==> src/rtl/seq_scan_sched.sv <==
// seq_scan_sched
// ---------------
// Shares one external bit-serial "1011" detector among NREQ word-level
// requesters. A round-robin arbiter picks one requester, the detector is
// cleared for one cycle, the word is shifted in MSB first, the detector's
// seq_seen pulses are counted, and a per-word result is returned.
//
// Handshakes: a transfer happens on any rising clk edge where valid and
// ready are both high. A source holds its payload stable from raising
// valid until that edge. req_ready is a one-hot grant that does not depend
// on req_valid of the granted requester being sampled twice. rsp_* stays
// stable while rsp_valid is high and rsp_ready is low.
//
// Ports:
//   clk, reset            clock, asynchronous active-low reset
//   req_valid/req_data    per-requester request, word k at [k*WORD_W +: WORD_W]
//   req_ready             one-hot grant (combinational, IDLE only)
//   det_reset             synchronous clear to the detector (high in CLR / reset)
//   det_inp_bit           serial bit to the detector
//   det_seq_seen          detector output
//   rsp_valid/rsp_ready   result handshake
//   rsp_id                index of the served requester
//   rsp_hits              number of detector pulses for the word
//   rsp_first_pos         index (0 = MSB) of the bit completing the first hit
//   dbg_state             current FSM state, for observation
module seq_scan_sched #(
    parameter int NREQ   = 4,
    parameter int WORD_W = 16
) (
    input  logic                      clk,
    input  logic                      reset,
    input  logic [NREQ-1:0]           req_valid,
    input  logic [NREQ*WORD_W-1:0]    req_data,
    output logic [NREQ-1:0]           req_ready,
    output logic                      det_reset,
    output logic                      det_inp_bit,
    input  logic                      det_seq_seen,
    output logic                      rsp_valid,
    input  logic                      rsp_ready,
    output logic [$clog2(NREQ)-1:0]   rsp_id,
    output logic [$clog2(WORD_W):0]   rsp_hits,
    output logic [$clog2(WORD_W)-1:0] rsp_first_pos,
    output logic [2:0]                dbg_state
);
    localparam int ID_W  = $clog2(NREQ);
    localparam int POS_W = $clog2(WORD_W);
    localparam int HIT_W = POS_W + 1;
    localparam logic [POS_W-1:0] LAST_BIT = POS_W'(WORD_W - 1);
    localparam logic [ID_W-1:0]  LAST_ID  = ID_W'(NREQ - 1);

    typedef enum logic [2:0] {
        IDLE  = 3'd0,
        CLR   = 3'd1,
        SHIFT = 3'd2,
        DRAIN = 3'd3,
        RESP  = 3'd4
    } state_t;

    state_t            state_q;
    state_t            state_d;
    logic [ID_W-1:0]   rr_ptr;
    logic [ID_W-1:0]   cand;
    logic [ID_W-1:0]   grant_idx;
    logic              grant_found;
    logic              take;
    logic [WORD_W-1:0] grant_word;
    logic [WORD_W-1:0] shreg;
    logic [POS_W-1:0]  bit_cnt;
    logic              hit_sample;
    logic [POS_W-1:0]  hit_pos;

    assign dbg_state  = state_q;
    assign grant_word = req_data[int'(grant_idx)*WORD_W +: WORD_W];

    // Round-robin search. Offsets are walked from the far end back to the
    // pointer so the last match written is the one closest to the pointer.
    always_comb begin
        grant_found = 1'b0;
        grant_idx   = '0;
        cand        = '0;
        for (int o = NREQ - 1; o >= 0; o--) begin
            cand = ID_W'((int'(rr_ptr) + o) % NREQ);
            if (req_valid[cand]) begin
                grant_found = 1'b1;
                grant_idx   = cand;
            end
        end
    end

    // Next state, grant and hit sampling.
    always_comb begin
        state_d    = state_q;
        req_ready  = '0;
        take       = 1'b0;
        hit_sample = 1'b0;
        hit_pos    = '0;
        case (state_q)
            IDLE: begin
                // Gated by reset so no grant is shown while reset is held.
                if (grant_found && reset) begin
                    req_ready[grant_idx] = 1'b1;
                    take                 = 1'b1;
                    state_d              = CLR;
                end
            end
            CLR:   state_d = SHIFT;
            SHIFT: begin
                // seq_seen seen in shift cycle i reports bit i-1.
                if (bit_cnt != '0 && det_seq_seen) begin
                    hit_sample = 1'b1;
                    hit_pos    = bit_cnt - POS_W'(1);
                end
                if (bit_cnt == LAST_BIT) begin
                    state_d = DRAIN;
                end
            end
            DRAIN: begin
                if (det_seq_seen) begin
                    hit_sample = 1'b1;
                    hit_pos    = LAST_BIT;
                end
                state_d = RESP;
            end
            RESP: begin
                if (rsp_ready) begin
                    state_d = IDLE;
                end
            end
            default: state_d = IDLE;
        endcase
    end

    always_ff @(posedge clk or negedge reset) begin
        if (!reset) begin
            state_q <= IDLE;
        end else begin
            state_q <= state_d;
        end
    end

    // Datapath. det_reset / rsp_valid / det_inp_bit are registered from the
    // next state so they line up with the state they belong to.
    always_ff @(posedge clk or negedge reset) begin
        if (!reset) begin
            rr_ptr        <= '0;
            shreg         <= '0;
            bit_cnt       <= '0;
            rsp_id        <= '0;
            rsp_hits      <= '0;
            rsp_first_pos <= '0;
            rsp_valid     <= 1'b0;
            det_reset     <= 1'b1;
            det_inp_bit   <= 1'b0;
        end else begin
            det_reset   <= (state_d == CLR);
            rsp_valid   <= (state_d == RESP);
            det_inp_bit <= 1'b0;

            if (take) begin
                shreg         <= grant_word;
                rsp_id        <= grant_idx;
                rsp_hits      <= '0;
                rsp_first_pos <= '0;
                rr_ptr        <= (grant_idx == LAST_ID) ? '0 : grant_idx + 1'b1;
            end

            // The first bit is staged during CLR so it is on the wire for
            // shift cycle 0; each shift cycle stages the following bit.
            if (state_q == CLR) begin
                bit_cnt     <= '0;
                det_inp_bit <= shreg[WORD_W-1];
                shreg       <= shreg << 1;
            end

            if (state_q == SHIFT && bit_cnt != LAST_BIT) begin
                det_inp_bit <= shreg[WORD_W-1];
                shreg       <= shreg << 1;
                bit_cnt     <= bit_cnt + POS_W'(1);
            end

            if (hit_sample) begin
                rsp_hits <= rsp_hits + HIT_W'(1);
                if (rsp_hits == '0) begin
                    rsp_first_pos <= hit_pos;
                end
            end
        end
    end
endmodule

==> config.mk <==
export PLATFORM = sky130hd
export DESIGN_NAME = seq_scan_sched
export DESIGN_NICKNAME = d
export VERILOG_FILES = /design/src/rtl/seq_scan_sched.sv
export SDC_FILE = /design/constraint.sdc
export NUM_CORES = 1
export LEC_CHECK = 0
export ABC_AREA = 1
export ABC_CLOCK_PERIOD_IN_PS = 2400
export CAP_MARGIN = 10
export CORE_ASPECT_RATIO = 0.8
export CORE_UTILIZATION = 48
export CTS_CLUSTER_DIAMETER = 40
export DETAILED_ROUTE_END_ITERATION = 7
export HOLD_SLACK_MARGIN = 0.06
export PLACE_DENSITY = 0.86
export RECOVER_POWER = 100
export SLEW_MARGIN = 20
export SYNTH_ARGS = -nofsm -noshare
export SYNTH_HDL_FRONTEND = slang
export SYNTH_SLANG_ARGS = --single-unit
==> constraint.sdc <==
create_clock -name clk -period 2.4 [get_ports clk]
set_input_delay 0.48 -clock clk [delete_from_list [all_inputs] [get_ports clk]]
set_output_delay 0.48 -clock clk [all_outputs]
set_load 0.01 [all_outputs]
==> impl_results.md, run 1 <==
* GRT Resource Usage Total at 0.251
* Mux cell area share after synthesis at 0
* Synthesized area at 3000 um2
* Total power density per cell area at 1430 nW/um2
* Finished Layout Cells at 670
* Num Clock Sinks at 39
* Vias per inst at 4.91
* Clock-pin transition on the worst setup and hold timing paths at 70 ps
* Worst slew margin at 0.393
* DRC Markers at 0
* DR WL/cell at 11.8 um
* Number of diodes at 0
* Total congestion overflow at 0
* Routed Antenna Nets at 0
* Die Ht at 72.8 um
* Die width at 90.5 um
* Iteration-0 DRC Markers at 167
* Initial core utilization at 0.503
* MaxCap Viol Count at 0
* Worst-margin pin slew at 911 ps
* Failing checks: negative setup slack
* Ys flop type: dfrtp_1
* Leading area contributor after synthesis: dfrtp_1
* Synth Area in XOR/XNOR at 0.0117
* Final worst path period share at 1.05
* Syn avg cell area at 6.23 um2
* DR WL met3 at 324 um
* Setup Slack @ Placement at -667 ps
* Post-synth top area share at 0.317
* Simple-gate share of the synthesized area at 0.397
* Area growth syn-to-layout at 43.1%
* Sequential area share after synthesis at 0.325
* Post-synth EDFFs at 0
* Most instantiated cells after synthesis: nand2_1, inv_1, nand3_1
* Data arrival, critical path at 2050 ps
* Adder-Cell Fraction of Synth Area at 0.0333
* RSZ-0062 raised after global routing: yes
* Maximum VDD drop at 713 uV
* Setup TNS at -328 ps
* First-pass GRT wire length at 13500 um
* Synth Net Count at 562
* Data required time at the worst endpoint at 1920 ps
* Htree depth at 2
* Initial antenna violation count at 0
* Max clock buf depth at 2
* Status: complete, but fails checks
* DP HPWL at 5720 um
* Root Driver: clkbuf_8
* Metal2 WL at 4030 um
* Worst Hold Class: in -> async
* Min cycle time layout at 2530 ps
* Largest family of logic cells by synthesized area: simple AND/OR/NAND/NOR gates
* Top cells by area, synth: dfrtp_1, nand2_1, inv_1
* Leak pwr at 2.43 nW
* Die Area at 6580 um2
* CP Max Fanout at 6
* Worst-skew pair later-pin latency at 290 ps
* Rows at 25
* DRT met1 WL at 3360 um
* Nets at 668
* Count leader, synth: nand2_1
* Compound-gate portion of the synthesized area at 0.0596
* Final setup fails at 4
* Post-Syn Instances at 482
* Worst setup EP type: primary output
* WS Path Type: reg -> out
* Pins over their slew limit at 0
* # IOs at 93
* Yosys warns at 0
* First-pass iteration count of the detailed router at 4
* Share of cells above drive strength 1 at 0.139
* Final Wtd Congestion at 0.848
* Core Box Area at 5970 um2
* Final hold violation count at 0
* Unique masters post-synth at 33
* Placed Cells at 654
* Peak Freq at 395 MHz
* FFs w/ async S/R, synth at 1.00
* CP Launch Type: register
* Largest net degree at the start of global routing at 40
* Vias at 3290
* CTS tree: yes
* Total wire length at 7930 um
* Cts bufs inserted at 5
* Top routing layer used: met4
* Clock Skew at 5.40 ps
* Register bit count reported by yosys at 39
* Vias in the first global route at 3170
* PortBufs at 92
* Final WS setup at -131 ps
## layout by cell type, fill, tap and decap left out, drive strengths merged
cell,synthesis,layout
a21boi,1,1
a21oi,6,6
a31oi,2,2
and2,1,1
buf,17,27
clkbuf,0,8
clkdlybuf4s50,0,66
clkinv,0,2
clkinvlp,0,1
dfrtp,38,38
dfstp,1,1
dlygate4sd2,0,4
dlygate4sd3,0,17
ha,8,8
inv,110,109
nand2,176,176
nand3,75,75
nand3b,2,2
nor2,20,20
nor3,2,2
o21a,1,1
o21ai,12,12
o22ai,3,3
o31ai,1,1
o32ai,1,1
or2,1,1
xnor2,1,1
xor2,3,3
## logic make-up (layout without fill, tap and decap cells)
kind of cell               count (synthesis)  after routing
DFF                                       39             39
AOI/OAI and AO/OA                         27             27
xor gates and xnor gates                   4              4
buffers and inverters                    127            234
and+or+nand+nor                          277            277
adders and majority gates                  8              8
## sequential cells by signal, indices dropped and copies added (netlist names)
register / flops
det_reset: 1
dbg_state: 3
shreg: 16
rsp_first_pos: 4
rsp_valid: 1
bit_cnt: 4
det_inp_bit: 1
rsp_hits: 5
rr_ptr: 2
rsp_id: 2
## metal layers
layer | vias to the layer above | GRT usage
met4 | 0 | 0.113
li1 | 1663 | -
met5 | - | 0
met1 | 1510 | 0.293
met3 | 22 | 0.0406
met2 | 95 | 0.461
## final timing paths
check | startpoint | endpoint | slack, ps | depth (start not counted)
setup / recovery | rr_ptr[0] | req_ready[1] | -130 | 13
hold / removal | reset | dbg_state[1] | 410 | 2
setup reg to reg | rr_ptr[0] | shreg[2] | 250 | 15
hold reg to reg | shreg[0] | shreg[0] | 500 | 2
max in group asynchronous | reset | rr_ptr[0] | 1370 | 2
min in group clk | shreg[0] | shreg[0] | 500 | 2
## per-stage QoR
step	hold WS [ps]	utilization	cell area (um2)	total power, mW
floorplan	184	-	3000	4.13
global placement	466	0.677	4050	5.12
detailed placement	485	0.677	4050	5.28
CTS	257	0.707	4220	5.98
global route	499	0.720	4300	6.82
finish	409	0.720	4300	6.16
## worst max-delay path, cell delays in order (launching register included)
cell	delay, ps
dfrtp_2	470
buf_6	170
nand2_4	60
nand2_4	50
nand2_4	60
nand2_4	70
a21oi_2	140
nand2_2	100
a21boi_4	170
buf_6	130
ha_4	120
inv_2	30
nor2_2	60
buf_2	130
## layout make-up
type | count | area [um2]
multi-input combinational | 316 | 1630
inverter | 110 | 418
fill | 495 | 1680
tap | 81 | 101
timing repair buffer | 116 | 1090
clock inverter | 2 | 12.5
sequential | 39 | 978
clock buffer | 6 | 72.6
## timing repair
action / 4_1_cts / 5_1_grt
cloned: 0 / 0
pin swaps: 14 / 19
gates resized for setup: 45 / 17
endpoints found under the setup margin: 4 / 6
buffers inserted: 6 / 2
hold buffers: 0 / 0
hold endpoints to repair: 0 / 0
## report_power, final
group | total, mW | internal, mW | switching, mW
sequential | 1.17 | 0.960 | 0.206
combinational | 4.57 | 1.80 | 2.77
clock | 0.428 | 0.203 | 0.225
Power figures use the tool's default switching activity.
==> run 2: changes to the inputs <==
--- a/config.mk
+++ b/config.mk
@@ -13,7 +13,7 @@
 export CTS_CLUSTER_DIAMETER = 40
 export DETAILED_ROUTE_END_ITERATION = 7
 export HOLD_SLACK_MARGIN = 0.06
-export PLACE_DENSITY = 0.86
+export PLACE_DENSITY = 0.81
 export RECOVER_POWER = 100
 export SLEW_MARGIN = 20
 export SYNTH_ARGS = -nofsm -noshare
==> constraint.sdc (replaced) <==
create_clock -name clk -period 2.4 [get_ports clk]
set_input_delay 0.48 -clock clk [delete_from_list [all_inputs] [get_ports clk]]
set_output_delay 0.48 -clock clk [all_outputs]
set_load 0.05 [all_outputs]
==> run 2 against run 1 <==
The run still ends with negative setup slack left. Non-clock buffer count fell by 3. Worst hold slack better by 45 ps. Sequential share of layout area up 0.14 points. Flip-flop and latch count stayed put. Combinational power grew 3%. Worst setup slack gained 22 ps. Design area decreased by 0.61%. Critical path type unchanged. Critical endpoint unchanged.
==> impl_results.md, run 2 (synthesis gave the netlist of run 1 again) <==
* Core Box Area at 5970 um2
* Initial antenna violation count at 0
* First-pass iteration count of the detailed router at 4
* Root Driver: clkbuf_8
* Peak Freq at 399 MHz
* Final Wtd Congestion at 0.860
* Final hold violation count at 0
* Failing checks: negative setup slack
* Htree depth at 2
* Largest Register: shreg
* Area growth syn-to-layout at 42.2%
* Largest net degree at the start of global routing at 40
* Worst-skew pair later-pin latency at 300 ps
* Final setup fails at 4
* Total wire length at 7410 um
* Total congestion overflow at 0
* Total power density per cell area at 1480 nW/um2
* MaxCap Viol Count at 0
* DR WL/cell at 11.1 um
* Share of cells above drive strength 1 at 0.128
* Worst setup EP type: primary output
* Worst Hold Class: in -> async
* Max clock buf depth at 2
* Clock-pin transition on the worst setup and hold timing paths at 80 ps
* Placed Area at 4110 um2
* CTS tree: yes
* Die Ht at 72.8 um
* Slowest CP cell: dfrtp_2
* Cts hold-fix bufs at 0
* Vias in the first global route at 3131
* Max reg flops at 16
* Critical Path, Cell by Cell: buf_6 -> nand2_2 -> and2_4 -> nand2_1 -> nand3_1 -> nand2_2 -> a21boi_4 -> ha_1 -> inv_2 -> nor2_4 -> buf_6
* CP Max Fanout at 6
* Iteration-0 DRC Markers at 141
* Worst-margin pin slew at 947 ps
* Die width at 90.5 um
* Cts bufs inserted at 5
* Data arrival, critical path at 2030 ps
* PortBufs at 92
* Worst slew margin at 0.369
* DRC Markers at 0
* Largest regs: shreg x16, rsp_hits x5
* Clock Skew at 11.5 ps
* Leak pwr at 2.39 nW
* Pins over their slew limit at 0
* Final worst path period share at 1.05
* Setup TNS at -415 ps
* RSZ-0062 raised after global routing: yes
* Vias at 3238
* # IOs at 93
* Final core utilization at 0.715
* Maximum VDD drop at 849 uV
* Min cycle time layout at 2510 ps
* DP HPWL at 5590 um
* Reg2Reg Depth at 13
* Final WS setup at -109 ps
* CP Launch Type: register
* Number of diodes at 0
* Status: complete, but fails checks
* Nets at 665
* Routed Antenna Nets at 0
* Most frequent cells in the layout: nand2_1, inv_1, nand3_1
* First-pass GRT wire length at 13000 um
* Vias per inst at 4.85
* Data required time at the worst endpoint at 1920 ps
* Final instance area at 4270 um2
* GRT Resource Usage Total at 0.244
* Rows at 25
* Num Clock Sinks at 39
* Die Area at 6580 um2
* Most common cell after layout, fill and taps aside: nand2_1
* Initial core utilization at 0.503
* WS Path Type: reg -> out
* Worst path max stage delay at 470 ps
[run 2: cell types whose count changed in the layout (fill, tap and decap cells not counted), moves of 3 or more]
| cell | previous run | this run |
|---|---|---|
| nand2_4 | 9 | 2 |
| nand2_1 | 155 | 160 |
| buf_2 | 5 | 1 |
| buf_4 | 19 | 15 |
| nor2_4 | 2 | 6 |
| inv_2 | 5 | 8 |
| nor2_1 | 17 | 14 |
[run 2: critical path, delay by kind of cell, from the launching register on]
family	cells	cell delay, ps
AND/OR/NAND/NOR	6	550
buffers and inverters	3	350
adder cells (fa/ha/maj)	1	180
flip-flops	1	470
AO/OA/AOI/OAI	1	170
[run 2: report_power, final]
part,switching (mW),internal [mW]
sequential,0.201,0.960
clock,0.227,0.232
combinational,3.01,1.72
[run 2: final cells by class]
cell class                 instances  area [um2]
tap                               81         101
fill                             498        1700
timing repair buffer             113        1090
multi-input combinational        316        1590
clock inverter                     1        5.00
sequential                        39         978
clock buffer                       7        86.3
inverter                         110         415
[run 2: metal layers]
metal,vias to the layer above,part of all wire,wire (um),global-route usage
li1,1653,-,-,-
met1,1469,0.43,3170,0.280
met2,104,0.51,3770,0.452
met3,12,0.048,357,0.0521
met4,0,0.016,115,0.0932
met5,-,0,0,0
[run 2: final timing paths]
path	startpoint	end	slack (ps)
setup / recovery	rr_ptr[0]	req_ready[1]	-110
hold / removal	reset	rsp_valid	450
setup reg to reg	rr_ptr[0]	shreg[8]	120
hold reg to reg	shreg[0]	shreg[0]	490
max in group asynchronous	reset	rr_ptr[0]	1290
min in group clk	shreg[0]	shreg[0]	490
[run 2: stage by stage]
stage	power [mW]	setup slack [ps]	cells	hold WS [ps]
finish	6.34	-109	667	454
global route	6.97	-218	667	518
detailed placement	5.76	-337	654	469
floorplan	4.58	44.5	482	184
global placement	5.64	-249	654	465
CTS	6.45	-79.4	667	261
[run 2: what timing repair did]
item                       in CTS  in global routing
setup endpoints to repair       4                  4
resized for setup              32                  0
setup buffers                   5                  0
pin swaps                       7                  1
==> run 3: changes to the inputs <==
--- a/config.mk
+++ b/config.mk
@@ -12,7 +12,7 @@
 export CORE_UTILIZATION = 48
 export CTS_CLUSTER_DIAMETER = 40
 export DETAILED_ROUTE_END_ITERATION = 7
-export HOLD_SLACK_MARGIN = 0.06
+export HOLD_SLACK_MARGIN = 0.05
 export PLACE_DENSITY = 0.81
 export RECOVER_POWER = 100
 export SLEW_MARGIN = 20
==> results of run 3 <==
The final DEF is identical to that of run 2; final timing and power are the same.
